## config.mk

```make
export PLATFORM = sky130hd
export DESIGN_NAME = pifo_traffic_gen
export DESIGN_NICKNAME = d
export VERILOG_FILES = /design/src/rtl/pifo_traffic_gen.sv
export SDC_FILE = /design/constraint.sdc
export NUM_CORES = 1
export LEC_CHECK = 0
export ABC_AREA = 1
export BUFFER_PORTS_ARGS = -buffer_cell sky130_fd_sc_hd__buf_2
export CAP_MARGIN = 20
export CORE_MARGIN = 8
export CORE_UTILIZATION = 34
export DETAILED_ROUTE_END_ITERATION = 16
export GPL_TIMING_DRIVEN = 0
export SLEW_MARGIN = 20
export SYNTH_ARGS = -nofsm -noshare
export SYNTH_HDL_FRONTEND = slang
export SYNTH_SLANG_ARGS = --single-unit
```

## constraint.sdc

```tcl
create_clock -name i_clk -period 2.9 [get_ports i_clk]
set_clock_uncertainty 0.05 [all_clocks]
set_input_delay 0.29 -clock i_clk [delete_from_list [all_inputs] [get_ports i_clk]]
set_output_delay 0.29 -clock i_clk [all_outputs]
set_load 0.01 [all_outputs]
```

## src/rtl/pifo_traffic_gen.sv

```systemverilog
// rtl/pifo_traffic_gen.sv - multi-lane PIFO stimulus generator and min-first ordering checker
//
// Purpose:
//   Runs one push burst, one pop burst and a drain window on NPORT independent
//   lanes. Lane j always addresses tree j. Popped data is checked against the
//   set that lane pushed: exact sorted sequence for the deterministic modes,
//   and non-decreasing order plus XOR-sum/count match for the LFSR mode.
//
// Ports:
//   i_clk, i_rst     clock (rising edge), synchronous active-high reset
//   i_start          one-cycle pulse, starts a run when idle
//   i_mode           0 ascending, 1 descending, 2 LFSR, 3 interleaved ascending
//   i_burst_len      pushes per lane; 0 or above MAX_BURST means MAX_BURST
//   i_seed           LFSR seed for mode 2 (0 means 16'hACE1)
//   o_push           per-lane push strobe
//   o_push_data      lane j at [j*PTW +: PTW]
//   o_tree_id        lane j at [j*TIDW +: TIDW], constant j mod 2**TIDW
//   o_pop            per-lane pop strobe
//   i_pop_data       pop result, valid POP_LAT cycles after o_pop
//   o_busy           run in progress
//   o_done           one-cycle pulse in the last drain cycle
//   o_err            sticky mismatch flag, cleared when a run starts
//   o_err_lane       lowest mismatching lane of the first mismatch
//   o_pop_cnt        number of returned beats checked in this run
module pifo_traffic_gen #(
  parameter int NPORT     = 4,
  parameter int PTW       = 8,
  parameter int TIDW      = 2,
  parameter int MAX_BURST = 16,
  parameter int POP_LAT   = 1,
  parameter int DRAIN     = 8,
  localparam int BLW = $clog2(MAX_BURST + 1),
  localparam int LW  = (NPORT > 1) ? $clog2(NPORT) : 1
) (
  input  logic                  i_clk,
  input  logic                  i_rst,
  input  logic                  i_start,
  input  logic [1:0]            i_mode,
  input  logic [BLW-1:0]        i_burst_len,
  input  logic [15:0]           i_seed,
  output logic [NPORT-1:0]      o_push,
  output logic [NPORT*PTW-1:0]  o_push_data,
  output logic [NPORT*TIDW-1:0] o_tree_id,
  output logic [NPORT-1:0]      o_pop,
  input  logic [NPORT*PTW-1:0]  i_pop_data,
  output logic                  o_busy,
  output logic                  o_done,
  output logic                  o_err,
  output logic [LW-1:0]         o_err_lane,
  output logic [15:0]           o_pop_cnt
);

  // Phase counter must cover the longest phase: 2L (mode 3) or the drain window.
  localparam int KW = $clog2(2 * MAX_BURST + POP_LAT + DRAIN + 1);
  localparam logic [KW-1:0] DRAIN_LAST = KW'(POP_LAT + DRAIN - 1);
  // By drain cycle POP_LAT every returned beat has been folded into the
  // per-lane accumulators, so the mode-2 set comparison happens there
  // (needs DRAIN >= 1) and o_err is settled before o_done.
  localparam logic [KW-1:0] FINAL_AT   = KW'(POP_LAT);

  typedef enum logic [1:0] {
    S_IDLE,
    S_PUSH,
    S_POP,
    S_DRAIN
  } state_t;

  state_t          state, state_nxt;
  logic [KW-1:0]   k, k_nxt;

  logic [1:0]      mode;
  logic [BLW-1:0]  len;
  logic [15:0]     lfsr;
  logic [15:0]     lfsr_next;
  logic [15:0]     seed_in;
  logic [BLW-1:0]  len_in;
  logic [KW-1:0]   phase_len;
  logic            start_ok;

  logic [NPORT*PTW-1:0] push_vec;

  logic [NPORT-1:0] pop_dly [POP_LAT];
  logic [NPORT-1:0] ret;

  logic [PTW-1:0]  push_x   [NPORT];
  logic [BLW-1:0]  push_n   [NPORT];
  logic [PTW-1:0]  pop_x    [NPORT];
  logic [BLW-1:0]  pop_n    [NPORT];
  logic [PTW-1:0]  pop_last [NPORT];
  logic [PTW-1:0]  pop_val  [NPORT];
  logic [PTW-1:0]  exp_val  [NPORT];

  logic [NPORT-1:0] bad;
  logic [LW-1:0]    bad_lane;
  logic [15:0]      ret_cnt;
  logic             final_chk;

  // x^16 + x^14 + x^13 + x^11 + 1, Fibonacci form shifting right.
  assign lfsr_next = {lfsr[0] ^ lfsr[2] ^ lfsr[3] ^ lfsr[5], lfsr[15:1]};
  assign seed_in   = (i_seed == 16'd0) ? 16'hACE1 : i_seed;
  assign len_in    = (i_burst_len == '0 || i_burst_len > BLW'(MAX_BURST))
                     ? BLW'(MAX_BURST) : i_burst_len;
  // Interleaved mode spends two cycles per item so each lane still gets L.
  assign phase_len = (mode == 2'd3) ? KW'({len, 1'b0}) : KW'(len);
  assign start_ok  = i_start && (state == S_IDLE);
  assign ret       = pop_dly[POP_LAT-1];
  assign final_chk = (state == S_DRAIN) && (k == FINAL_AT);

  always_comb begin
    o_tree_id = '0;
    for (int j = 0; j < NPORT; j++) begin
      o_tree_id[j*TIDW +: TIDW] = TIDW'(j);
    end
  end

  // Push payload for the current cycle; all sums wrap at 2**PTW.
  always_comb begin
    push_vec = '0;
    for (int j = 0; j < NPORT; j++) begin
      case (mode)
        2'd0:    push_vec[j*PTW +: PTW] = PTW'(int'(k) + 1 + 16 * j);
        2'd1:    push_vec[j*PTW +: PTW] = PTW'(int'(len) - int'(k) + 16 * j);
        2'd2:    push_vec[j*PTW +: PTW] = lfsr[PTW-1:0] ^ PTW'(j);
        default: push_vec[j*PTW +: PTW] = PTW'(int'(k >> 1) + 1 + 16 * j);
      endcase
    end
  end

  always_ff @(posedge i_clk) begin
    if (i_rst) begin
      state <= S_IDLE;
      k     <= '0;
    end else begin
      state <= state_nxt;
      k     <= k_nxt;
    end
  end

  always_comb begin
    state_nxt   = state;
    k_nxt       = k;
    o_push      = '0;
    o_push_data = '0;
    o_pop       = '0;
    o_done      = 1'b0;
    o_busy      = (state != S_IDLE);
    case (state)
      S_IDLE: begin
        if (i_start) begin
          state_nxt = S_PUSH;
          k_nxt     = '0;
        end
      end
      S_PUSH: begin
        o_push_data = push_vec;
        for (int j = 0; j < NPORT; j++) begin
          // Mode 3: lane j pushes when (k + j) is even.
          o_push[j] = (mode != 2'd3) || (k[0] == 1'(j % 2));
        end
        if (k == phase_len - KW'(1)) begin
          state_nxt = S_POP;
          k_nxt     = '0;
        end else begin
          k_nxt = k + KW'(1);
        end
      end
      S_POP: begin
        for (int j = 0; j < NPORT; j++) begin
          // Mode 3: opposite parity to the push phase.
          o_pop[j] = (mode != 2'd3) || (k[0] != 1'(j % 2));
        end
        if (k == phase_len - KW'(1)) begin
          state_nxt = S_DRAIN;
          k_nxt     = '0;
        end else begin
          k_nxt = k + KW'(1);
        end
      end
      S_DRAIN: begin
        if (k == DRAIN_LAST) begin
          o_done    = 1'b1;
          state_nxt = S_IDLE;
          k_nxt     = '0;
        end else begin
          k_nxt = k + KW'(1);
        end
      end
      default: begin
        state_nxt = S_IDLE;
        k_nxt     = '0;
      end
    endcase
  end

  // Checker: judge every returned beat and, in mode 2, the final set summary.
  always_comb begin
    bad      = '0;
    ret_cnt  = '0;
    bad_lane = '0;
    for (int j = 0; j < NPORT; j++) begin
      pop_val[j] = i_pop_data[j*PTW +: PTW];
      exp_val[j] = PTW'(int'(pop_n[j]) + 1 + 16 * j);
      if (ret[j]) begin
        ret_cnt = ret_cnt + 16'd1;
        if (mode == 2'd2) begin
          bad[j] = (pop_n[j] != '0) && (pop_val[j] < pop_last[j]);
        end else begin
          bad[j] = (pop_val[j] != exp_val[j]);
        end
      end
      if (final_chk && mode == 2'd2 &&
          (push_x[j] != pop_x[j] || push_n[j] != pop_n[j])) begin
        bad[j] = 1'b1;
      end
    end
    for (int j = NPORT - 1; j >= 0; j--) begin
      if (bad[j]) begin
        bad_lane = LW'(j);
      end
    end
  end

  always_ff @(posedge i_clk) begin
    if (i_rst) begin
      mode       <= 2'd0;
      len        <= '0;
      lfsr       <= 16'hACE1;
      o_err      <= 1'b0;
      o_err_lane <= '0;
      o_pop_cnt  <= '0;
      for (int s = 0; s < POP_LAT; s++) begin
        pop_dly[s] <= '0;
      end
      for (int j = 0; j < NPORT; j++) begin
        push_x[j]   <= '0;
        push_n[j]   <= '0;
        pop_x[j]    <= '0;
        pop_n[j]    <= '0;
        pop_last[j] <= '0;
      end
    end else begin
      pop_dly[0] <= o_pop;
      for (int s = 1; s < POP_LAT; s++) begin
        pop_dly[s] <= pop_dly[s-1];
      end
      if (start_ok) begin
        mode       <= i_mode;
        len        <= len_in;
        lfsr       <= seed_in;
        o_err      <= 1'b0;
        o_err_lane <= '0;
        o_pop_cnt  <= '0;
        for (int j = 0; j < NPORT; j++) begin
          push_x[j]   <= '0;
          push_n[j]   <= '0;
          pop_x[j]    <= '0;
          pop_n[j]    <= '0;
          pop_last[j] <= '0;
        end
      end else begin
        if (state == S_PUSH) begin
          lfsr <= lfsr_next;
        end
        for (int j = 0; j < NPORT; j++) begin
          if (o_push[j]) begin
            push_x[j] <= push_x[j] ^ o_push_data[j*PTW +: PTW];
            push_n[j] <= push_n[j] + BLW'(1);
          end
          if (ret[j]) begin
            pop_x[j]    <= pop_x[j] ^ pop_val[j];
            pop_n[j]    <= pop_n[j] + BLW'(1);
            pop_last[j] <= pop_val[j];
          end
        end
        o_pop_cnt <= o_pop_cnt + ret_cnt;
        if (|bad && !o_err) begin
          o_err      <= 1'b1;
          o_err_lane <= bad_lane;
        end
      end
    end
  end

endmodule

```

# --- After elaboration in Yosys (flattened, before gate mapping) ---
# Memories as Yosys holds them, arrays and structs flattened.
# Index checks and enable logic that the tools add are counted.
classes:
  addsub: 33
  n_bitwise: 55
  magnitude_cmp: 5
  reduce_logical: 35
  n_eq_ne: 26
  mux: 123
op_table:
  columns: ["operator", "n"]
  rows:
  - ["8-bit two-way mux", 24]
  - ["16-bit two-way mux", 6]
  - ["8-bit one-hot mux with 3 select lines", 4]
  - ["5-bit two-way mux", 17]
  - ["8-bit XOR", 8]
  - ["1-bit two-way mux", 54]
  - ["16-bit by 1-bit adder with 16-bit output (second input constant)", 3]
  - ["5-bit by 1-bit adder with 5-bit output (second input constant)", 8]
  - ["1-bit OR", 40]
  - ["8-bit less-than comparator", 4]
  - ["32-bit two-way mux", 1]
  - ["8-bit inequality test", 4]
  - ["5-bit by 1-bit adder with 6-bit output (second input constant)", 5]
  - ["6-bit two-way mux", 4]
  - ["8-bit by 7-bit inequality test with 1-bit output", 3]
  - ["6-bit by 6-bit adder with 7-bit output (second input constant)", 3]
  - ["5-bit inequality test", 4]
  - ["5-bit nonzero test", 4]
  - ["6-bit one-hot mux with 3 select lines", 1]
  - ["16-bit adder", 1]
  - ["7-bit by 6-bit adder with 8-bit output (second input constant)", 2]
  - ["7-bit by 7-bit adder with 8-bit output (second input constant)", 2]
  - ["8-bit by 6-bit adder with 8-bit output (second input constant)", 2]
  - ["8-bit by 7-bit adder with 8-bit output (second input constant)", 2]
  - ["30 further kinds", 71]
totals:
  output_inout_bits: 69
  n_memories: 6
  ramBits: 140
  ff_bits: 50
  input_bits: 58
  wordCells: 291
memory_table:
  columns: ["name", "words", "word_bits", "read_ports", "rd_clocked_by_memory_dff", "write_ports", "line_no", "rtl"]
  rows:
  - ["pop_last", 4, 8, 4, 0, 4, "89", "logic [PTW-1:0] pop_last [NPORT];"]
  - ["pop_x", 4, 8, 4, 0, 4, "87", "logic [PTW-1:0] pop_x [NPORT];"]
  - ["push_x", 4, 8, 4, 0, 4, "85", "logic [PTW-1:0] push_x [NPORT];"]
  - ["pop_n", 4, 5, 4, 0, 4, "88", "logic [BLW-1:0] pop_n [NPORT];"]
  - ["push_n", 4, 5, 4, 0, 4, "86", "logic [BLW-1:0] push_n [NPORT];"]
  - ["pop_dly", 1, 4, 1, 0, 1, "82", "logic [NPORT-1:0] pop_dly [POP_LAT];"]

# --- Longest topological paths before layout ---
# Gate-level depths: netlist of run 1.
# An unclocked memory read counts as a cell.
depth:
  word_depth: 11
  ltp_mapped: 19
  mapped_depth_nobuf: 19

# --- Worst setup path before layout of run 1 ---
# Ideal clock, no wire load.
synth_path:
  path_type: "register -> register"
  from: "register k[0]"
  to: "memory push_x[1][5] (data pin)"
  stages_incl_launch_ff: 14
  path_buffers: 0
  slack_ns: 0.104
  arrival_ns: 2.478
  period_less_slack_ns: 2.796
  t_required_ns: 2.582
  cell_sequence: "dfxtp_1 ha_1 inv_1 fa_1 nand3_1 nand2_1 xor2_1 nand2_1 o21ai_1 inv_1 ha_1 nand2_1 a21oi_1 a21oi_1"
synth_rtl:
  columns: ["item", "line_no", "rtl"]
  rows:
  - ["start: declaration", "69", "logic [KW-1:0] k, k_nxt;"]
  - ["start signal: assignment", "135", "k <= k_nxt;"]
  - ["end: declaration", "85", null]

# --- Final worst setup path of run 1 ---
layout_path:
  from: "register k[2]"
  to: "output port o_push_data[29]"
layout_via:
  elab_chain_len: 4
  word_cells_on_any_way: 8
  cone_classes: "add/sub: 6; mux: 2"
layout_rtl:
  columns: ["item", "line_no", "rtl"]
  rows:
  - ["5-bit by 6-bit subtractor with 7-bit output (tied with other cells)", "122", "2'd1: push_vec[j*PTW +: PTW] = PTW'(int'(len) - int'(k) + 16 * j);"]
  - ["7-bit by 7-bit adder with 8-bit output (tied with other cells)", "122", null]
  - ["8-bit one-hot mux with 3 select lines *", "120", "case (mode)"]
  - ["32-bit two-way mux *", "147", "case (state)"]
  - ["end: declaration", "42", "output logic [NPORT*PTW-1:0] o_push_data,"]
# Every way passes the cells marked *; elsewhere a longest branch is shown, timed or not.

==> metrics, run 1 <==
post-synth cell types=63; Mean Syn Cell Area=7.66 µm²; Die Span Y=203 µm; CTS tree=built; fin cells=2225; Clk pin slew, worst setup/hold paths=0.08 ns; Vias per Instance=4.88; number of port buffers=117; Mapped Area=11900 µm²; Core ar.=34500 µm²; Top FF cell, synth=edfxtp_1; Worst-Skew Late Latency=0.45 ns; Critical Path AT=2.78 ns; nets=1884; WS Path Type=reg -> out; Pwr Total=10.9 mW; initial antenna violation count=2; total number of vias=10900; GP Congestion=0.914; Final Setup Violations=7; drc violations=0; failing checks=setup timing; final period utilization=1.08; Die Wd=203 µm; Max VDD drop=512 µV; largest net degree at the start of global routing=22; aggregate global routing overflow=0; fillcell total=3506; Power Density=742 nW/µm²; Pre-antenna DRT Iters=5; #FFs+latches synth=188; setup ws final=-0.220 ns; fin. max-slew vios=0; DRT iter0 DRCs=702; Period minus WS final=3.12 ns; post-synthesis sequential area ratio=0.401; CTS buffer count=17; Inst Count DP=2138; area of the die=41400 µm²; Detailed Place HPWL=26300 µm; worst-margin pin slew=0.944 ns; first-pass GRT wire length=54800 µm; Syn Inst Count=1559; num rows=68; routed len/inst=15.7 µm; clk buf depth=2; routed wire length=35000 µm; Initial Util=0.346; Peak Freq=321 MHz; warnings from Yosys=0; leakage power=6.48 nW; RSZ-0062 raised after global routing=true; max_slew headroom=0.369; I/O Pins=127; CP Data Required Time=2.56 ns; run status=complete, but fails checks; final hold violation count=0; Root Buffer=clkbuf_16; Worst Hold Class=in -> reg; Global Route Usage Sum=0.165; Critical Path Fanout Max=4; Async SR Flop Fraction=0; startpoint types=register; area delta synth->final=22.9%; H-Tree Depth=4; CTS sink cnt=188; Setup crit end kind=primary output; worst slack, placed=-0.586 ns; number of synthesized flops with an enable pin=102; number of max-cap violations=0; ANT nets after route=0; layout cells sized above 1=0.211; Final Util=0.425; number of global-route vias before repair=10600
==> report_power, final <==
part / total, mW / leakage [nW] / internal (mW) / switching [mW]
clock: 2.43 / 0.299 / 1.27 / 1.16
combinational: 4.37 / 4.36 / 1.67 / 2.70
sequential: 4.09 / 1.82 / 3.53 / 0.560
total: 10.9 / 6.48 / 6.47 / 4.42
==> area by class of cell <==
type	count	area [µm²]	share of cell area
Antenna cell	1	2.50	0.000170
Multi-Input combinational cell	1096	6390	0.436
Tap cell	455	569	0.0388
Clock buffer	18	450	0.0307
Clock inverter	14	148	0.0101
Inverter	223	876	0.0597
Buffer	58	362	0.0246
Timing Repair Buffer	172	1070	0.0729
Sequential cell	188	4810	0.328
==> routing by layer <==
metal,wire (µm),vias to the layer above,GRT usage
met3,2220,79,0.0351
met1,16000,4978,0.216
li1,-,5465,-
met4,1220,2,0.0764
met5,9,-,0
met2,15600,338,0.259
==> cells by family after synthesis <==
family / count (synthesis) / synth area share
other cells: 2 / 0.000629
fa+ha+maj: 70 / 0.0746
flops: 188 / 0.401
xor+xnor: 82 / 0.0601
mux: 1 / 0.000838
buf+inv: 282 / 0.100
compound gates: 238 / 0.115
simple gates: 696 / 0.248
==> through the flow <==
step / instance area [µm²] / TNS (ns) / hold slack, ns
finish: 14700 / -0.825 / 0.0234
global route: 14700 / -1.93 / 0.0350
CTS: 14200 / -1.40 / 0.0140
detailed placement: 13100 / -3.83 / 0.382
global placement: 13100 / -3.33 / 0.374
floorplan: 12000 / 0 / 0.353
==> final timing paths <==
| path | from | endpoint | slack [ns] | cells after the start |
|---|---|---|---|---|
| worst min register to register | push_x[2][1]$_SDFFE_PP0P_ | push_x[2][1]$_SDFFE_PP0P_ | 0.40 | 1 |
| worst min-delay path | i_seed[9] | lfsr[9]$_SDFFE_PP0P_ | 0.02 | 3 |
| worst max register to register | pop_dly[0][1]$_SDFF_PP0_ | o_pop_cnt[14]$_SDFF_PP0_ | 0.13 | 17 |
| worst max-delay path | k[2]$_SDFFE_PP0N_ | o_push_data[29] | -0.22 | 15 |
==> registers in the layout, indices dropped and copies added, names as in the netlist, 5 cells and up <==
register   flops
pop_x         32
push_n        20
pop_n         20
k              6
lfsr          16
push_x        32
len            5
pop_last      32
o_pop_cnt     16
==> synth_stat cells (3+ instances only) <==
library cell / n / area [µm²]
ha_1: 68 / 851
a21oi_1: 101 / 505
xnor2_1: 59 / 517
o21a_1: 3 / 22.5
buf_6: 3 / 33.8
nand2_2: 4 / 25.0
clkbuf_1: 16 / 60.1
nor2_1: 205 / 769
o21ai_2: 4 / 35.0
inv_1: 211 / 792
o211ai_1: 8 / 60.1
nor2_2: 3 / 18.8
nand4_1: 21 / 131
nand2_1: 322 / 1210
o21ai_0: 79 / 395
nand3_1: 97 / 485
a2111oi_0: 4 / 35.0
buf_4: 26 / 195
xor2_1: 23 / 201
a211oi_1: 6 / 45.0
buf_2: 11 / 55.1
nor3b_1: 3 / 22.5
o221ai_1: 3 / 26.3
a31oi_1: 4 / 25.0
edfxtp_1: 102 / 3060
inv_2: 8 / 30.0
nor3_1: 15 / 75.1
nor4_1: 5 / 31.3
or2_2: 7 / 43.8
dfxtp_1: 86 / 1720
o22ai_1: 7 / 43.8
o21ai_1: 3 / 15.0
==> what timing repair did <==
action | in CTS | in global routing
hold endpoints to repair | 2 | 0
hold buffers | 2 | 0
setup buffers | 23 | 31
setup endpoints to repair | 38 | 34
gates resized for setup | 65 | 69
pin swaps | 19 | 29
==> cells in the final DEF (no fill, tap or decap), types with 6 or more instances in the layout <==
| cell | count |
|---|---|
| inv_2 | 18 |
| nand2_1 | 308 |
| xor2_1 | 21 |
| a21oi_1 | 98 |
| conb_1 | 9 |
| edfxtp_1 | 102 |
| buf_2 | 120 |
| clkbuf_1 | 16 |
| ha_4 | 10 |
| ha_1 | 56 |
| buf_6 | 12 |
| nor2_2 | 9 |
| or2_2 | 6 |
| nor2_1 | 199 |
| o21ai_2 | 7 |
| nand3_1 | 86 |
| o211ai_1 | 8 |
| xnor2_1 | 59 |
| o21ai_0 | 74 |
| inv_1 | 192 |
| inv_4 | 6 |
| a211oi_1 | 6 |
| dfxtp_1 | 77 |
| o22ai_1 | 7 |
| nand4_1 | 21 |
| nand2_2 | 16 |
| nor3_1 | 13 |
| nand3_2 | 12 |
| clkbuf_16 | 18 |
| buf_4 | 75 |
==> worst max-delay path: stages (launching register included) <==
cell      delay (ns)
dfxtp_2         0.37
buf_6           0.12
inv_6           0.03
ha_4            0.29
nand3_2         0.07
nand3_2         0.10
nand3_2         0.08
nand2_1         0.06
nand2_1         0.06
nand2_2         0.10
inv_2           0.05
ha_2            0.25
o221ai_2        0.14
nor2_1          0.09
a211oi_2        0.30
buf_2           0.20
Note: power is estimated with default switching activity, not from simulation.
==> run 2: changes to the inputs <==
--- a/config.mk
+++ b/config.mk
@@ -14,3 +14,3 @@
 export GPL_TIMING_DRIVEN = 0
-export SLEW_MARGIN = 20
+export SLEW_MARGIN = 10
 export SYNTH_ARGS = -nofsm -noshare
==> constraint.sdc (replaced) <==
create_clock -name i_clk -period 2.9 [get_ports i_clk]
set_clock_uncertainty 0.05 [all_clocks]
set_input_delay 0.145 -clock i_clk [delete_from_list [all_inputs] [get_ports i_clk]]
set_output_delay 0.145 -clock i_clk [all_outputs]
set_load 0.01 [all_outputs]
==> metrics, run 2 (same netlist as run 1, synthesis figures left out) <==
Die Span Y=203 µm; Critical Path Fanout Max=4; storage element area=4800 µm²; Inst Count DP=2138; Largest regs=pop_last: 32 flops, pop_x: 32 flops, push_x: 32 flops; setup ws final=-0.0935 ns; nets=1886; fin. max-slew vios=0; Peak Freq=334 MHz; dpl cell area=13100 µm²; Worst-Skew Late Latency=0.46 ns; cell area after layout=14600 µm²; Worst Hold Class=in -> reg; Clk pin slew, worst setup/hold paths=0.08 ns; area of the multi-input gates=6290 µm²; GP Congestion=0.914; Root Buffer=clkbuf_16; CTS buffer count=17; max_slew headroom=0.356; Final Util=0.422; aggregate global routing overflow=0; WS Path Type=reg -> out; ANT nets after route=0; total number of vias=10800; commonest non-fill, non-tap cell in the layout=nand2_1; Core ar.=34500 µm²; CP peak stage delay=0.38 ns; most frequent cells in the layout=nand2_1 (314), nor2_1 (199), inv_1 (195), buf_2 (124), edfxtp_1 (102); first-pass GRT wire length=55100 µm; drc violations=0; Detailed Place HPWL=26300 µm; CTS tree=built; area delta synth->final=22.0%; H-Tree Depth=4; Critical Path AT=2.80 ns; routed len/inst=15.5 µm; run status=complete, but fails checks; FF-to-FF setup slack=0.10 ns; area of the die=41400 µm²; DRT iter0 DRCs=657; CP Data Required Time=2.71 ns; number of port buffers=117; layout cells sized above 1=0.193; fin cells=2227; number of global-route vias before repair=10600; I/O Pins=127; RSZ-0062 raised after global routing=true; leakage power=6.44 nW; largest net degree at the start of global routing=22; Max VDD drop=509 µV; Slowest cell on crit path=dfxtp_4; Global Route Usage Sum=0.166; worst-margin pin slew=0.963 ns; final hold violation count=0; Setup crit end kind=primary output; routed wire length=34500 µm; final period utilization=1.03; Vias per Instance=4.85; startpoint types=register; Power Density=738 nW/µm²; Period minus WS final=2.99 ns; Die Wd=203 µm; Initial Util=0.346; fillcell total=3525; CTS sink cnt=188; num rows=68; clk buf depth=2; Cell Chain, Critical Path=ha_2, nand2_1, nor2_2, xor2_1, inv_2, a21oi_4, ha_1, o221ai_2, nor2_1, a211oi_2, buf_2; number of max-cap violations=0; initial antenna violation count=2; Final Setup Violations=2; failing checks=setup timing; Pre-antenna DRT Iters=5
run 2: cell count changes in the layout (fill, tap and decap cells not counted), moves of 3 or more:
cell           change
nand2_1            +6
nand2_2            -5
inv_1              +3
dlygate4sd3_1     +15
buf_2              +4
buf_6              -4
ha_4               -4
ha_1               +4
buf_4             -12
nand3_1            +3
run 2: layout make-up:
class                      instances  share of cell area
antenna                            1            0.000172
tap                              455              0.0390
clock buffer                      18              0.0309
buffer                            59              0.0256
sequential                       188               0.329
multi-input combinational       1096               0.432
timing repair buffer             173              0.0736
clock inverter                    14              0.0101
inverter                         223              0.0594
run 2: where the power goes:
part / total (mW) / switching (mW) / internal (mW)
clock network: 2.42 / 1.15 / 1.27
logic: 4.26 / 2.65 / 1.61
registers: 4.09 / 0.557 / 3.53
run 2: path summary, 6_finish.rpt:
path,startpoint,end,depth (start not counted)
max,k[1]$_SDFFE_PP0N_,o_push_data[29],11
min,i_seed[4],lfsr[4]$_SDFFE_PP0P_,3
max reg2reg,k[1]$_SDFFE_PP0N_,push_x[3][5]$_SDFFCE_PN0P_,14
min reg2reg,push_x[2][1]$_SDFFE_PP0P_,push_x[2][1]$_SDFFE_PP0P_,1
run 2: critical path, delay by kind of cell, from the launching register on:
kind                       cells  cell delay, ns
AOI/OAI and AO/OA              3            0.72
xor gates and xnor gates       1            0.22
adders and majority gates      2            0.48
buffers and inverters          2            0.30
DFF                            1            0.38
and+or+nand+nor                3            0.24
run 2: through the flow:
step	total power, mW	TNS, ns	setup WS, ns	hold WS, ns
6_report	10.8	-0.160	-0.0935	0.000949
3_3_place_gp	7.96	-2.45	-0.416	0.299
5_1_grt	11.5	-0.714	-0.164	0.0166
4_1_cts	10.6	-0.438	-0.115	0.000735
3_5_place_dp	8.05	-2.92	-0.482	0.304
2_1_floorplan	6.77	0	0.104	0.208
run 2: repair_timing:
item / 4_1_cts / 5_1_grt
endpoints found under the hold margin: 18 / 0
setup buffers: 17 / 22
hold buffers: 17 / 0
resized for setup: 55 / 43
setup endpoints to repair: 33 / 28
pin swaps: 16 / 19
run 2: routing by layer:
layer  track usage  wire [µm]  vias to the layer above
met3        0.0346       1930                       75
met2         0.261      15400                      305
met1         0.217      16000                     4952
met4        0.0720       1180                        2
li1              -          -                     5476
met5             0          9                        -
==> run 3: changes to the inputs <==
ABC_AREA = unset   (was 1)
==> metrics, run 3 <==
run status=complete, but fails checks; failing checks=setup timing; post-synthesis sequential area ratio=0.409; Period minus WS final=3.47 ns; number of global-route vias before repair=9404; Die Wd=202 µm; Final Setup Violations=19; number of buffer and inverter stages on the critical path=3; Cell Chain, Critical Path=inv_6, ha_4, nor2b_1, o21a_1, o21a_1, o21ai_2, nand2b_1, xnor2_2, mux2i_1, ha_2, buf_6, mux2i_1, o22a_1, nor2_2, buf_2; I/O Pins=127; Clk pin slew, worst setup/hold paths=0.08 ns; H-Tree Depth=4; Worst-Skew Late Latency=0.44 ns; Global Route Usage Sum=0.164; fin. max-slew vios=0; DR WL met2=15400 µm; drc violations=0; Worst Hold Class=in -> reg; Critical Path AT=3.28 ns; area delta synth->final=25.1%; Core ar.=34200 µm²; top cells by area, synth=edfxtp_1 (26%), dfxtp_1 (15%), xnor2_1 (9.5%); most numerous cell in the Yosys netlist=nor2_1; delay-heaviest family, CP=compound AO/OA/AOI/OAI gates; fin cells=1927; CP Data Required Time=2.71 ns; end point of the critical path=o_push_data[23]; storage element area=4810 µm²; Inst Count DP=1825; fillcell total=3311; layout cells sized above 1=0.230; ANT nets after route=0; Critical Path Fanout Max=4; worst slack, placed=-1.17 ns; max_slew headroom=0.496; number of synthesized flops with an enable pin=102; Max VDD drop=466 µV; total number of vias=9690; R2R cell count=16; Detailed Place HPWL=25100 µm; routed wire length=34100 µm; warnings from Yosys=0; Largest regs=pop_last: 32 flops, pop_x: 32 flops, push_x: 32 flops; Peak Freq=288 MHz; crit path from=k[1]$_SDFFE_PP0N_; CTS tree=built; worst-margin pin slew=0.750 ns; DRT iter0 DRCs=582; post-synth top area cell=edfxtp_1; Mapped Area=11700 µm²; area of the die=40600 µm²; Initial Util=0.342; setup ws final=-0.570 ns; worst r2r src=k[1]$_SDFFE_PP0N_; number of port buffers=118; most frequent cells in the layout=nor2_1 (147), buf_2 (124), xnor2_1 (119), edfxtp_1 (102), dfxtp_1 (78); CP peak stage delay=0.38 ns; Power Density=767 nW/µm²; nets=1587; clk buf depth=2; leakage power=5.94 nW; startpoint types=register; commonest non-fill, non-tap cell in the layout=nor2_1; WS Path Type=reg -> out; final period utilization=1.20; Top FF cell, synth=edfxtp_1; routed wl met3=1880 µm; FF-to-FF setup slack=-0.35 ns; CTS sink cnt=188; RSZ-0062 raised after global routing=true; first-pass GRT wire length=53300 µm; M1 wire length=16100 µm; aggregate global routing overflow=0; reg2reg end=push_x[2][7]$_SDFFE_PP0P_; initial antenna violation count=0; routed len/inst=17.7 µm; CTS buffer count=17; largest net degree at the start of global routing=22; highest metal used=met4; Hold Worst Slack=0.0132 ns; final hold violation count=0; Mean Syn Cell Area=9.41 µm²; Setup crit end kind=primary output; Final Util=0.429; Root Buffer=clkbuf_16; Syn Inst Count=1245; Vias per Instance=5.03; top cells by count, synth=nor2_1 (152), xnor2_1 (127), edfxtp_1 (102); Async SR Flop Fraction=0; num rows=68; number of max-cap violations=0; post-synth cell types=70; Critical Path Stages=15; #FFs+latches synth=188; Die Span Y=202 µm; Pre-antenna DRT Iters=5; Slowest cell on crit path=dfxtp_4; share of the synthesized area in the top cell type=0.262; Inserted Diodes=0; area of the multi-input gates=6670 µm²; GP Congestion=0.878
-- run 3: changes by cell type after synthesis, sizes merged, moves of 12 or more --
cell,delta
mux2i,+28
inv,-149
nand2,-244
and3,+43
a21oi,-56
xor2,+43
a211oi,+12
clkbuf,+18
nand3,-65
xnor2,+69
nor2,-59
o21ai,-50
nand2b,+12
-- run 3: worst min-delay path by stage --
stage,endpoint,start,cells past startpoint,slack (ns)
after floorplan,mode[0]$_SDFFE_PP0P_,i_mode[0],2,0.23
after global placement,mode[1]$_SDFFE_PP0P_,i_mode[1],3,0.35
after detailed placement,mode[1]$_SDFFE_PP0P_,i_mode[1],3,0.34
after CTS,lfsr[4]$_SDFFE_PP0P_,i_seed[4],3,0.002
after global routing,pop_last[2][2]$_SDFFE_PP0P_,i_pop_data[18],3,0.01
final,pop_last[2][4]$_SDFFE_PP0P_,i_pop_data[20],3,0.01
-- run 3: worst register-to-register path, cell delays in order (launching register included) --
cell and delay [ns]:
dfxtp_4 0.38, inv_6 0.04, ha_4 0.19, nor2b_1 0.12, o21a_1 0.19, o21a_1 0.21, o21ai_2 0.16, nand2b_1 0.13
xnor2_2 0.16, mux2i_1 0.21, ha_2 0.29, buf_6 0.11, mux2i_1 0.06, o22a_1 0.25, buf_4 0.15, or3_4 0.36
a21oi_2 0.11
-- run 3: cell type report --
class | instances | share of cell area
buffer | 77 | 0.0305
timing repair buffer | 190 | 0.0871
sequential | 188 | 0.328
clock inverter | 15 | 0.0114
tap | 455 | 0.0388
multi-input combinational | 911 | 0.455
clock buffer | 17 | 0.0290
inverter | 74 | 0.0201
-- run 3: power by group --
group | internal (mW) | switching (mW) | total (mW)
combinational | 2.07 | 2.62 | 4.69
sequential | 3.55 | 0.599 | 4.15
clock | 1.29 | 1.12 | 2.41
-- run 3: repair_timing --
| item | 4_1_cts | 5_1_grt |
|---|---|---|
| resized for setup | 89 | 39 |
| pin swaps | 22 | 17 |
| hold buffers | 23 | 0 |
| setup endpoints to repair | 188 | 149 |
| setup buffers | 33 | 18 |
| hold endpoints to repair | 23 | 0 |
-- run 3: metal layers --
metal	track usage	vias to the layer above
met5	0	-
met4	0.0480	0
met3	0.0314	40
met2	0.256	288
met1	0.227	4639
li1	-	4723
-- run 3: metrics by stage --
stage | setup TNS [ns] | power [mW] | area [µm²]
after floorplan | -0.0244 | 6.92 | 11800
after global routing | -7.63 | 11.9 | 14700
after detailed placement | -123.82 | 8.23 | 12900
final | -5.29 | 11.2 | 14700
after global placement | -126.80 | 8.16 | 12900
after CTS | -4.53 | 11.1 | 14400
-- run 3: logic make-up after synthesis --
group                    Yosys count  share of synthesized area
AO/OA/AOI/OAI                    174                     0.0960
XOR/XNOR                         194                      0.146
adder cells (fa/ha/maj)           70                     0.0761
buffers and inverters            153                     0.0581
flip-flops                       188                      0.409
multiplexers                      40                     0.0392
other                              2                   0.000641
AND/OR/NAND/NOR                  424                      0.176
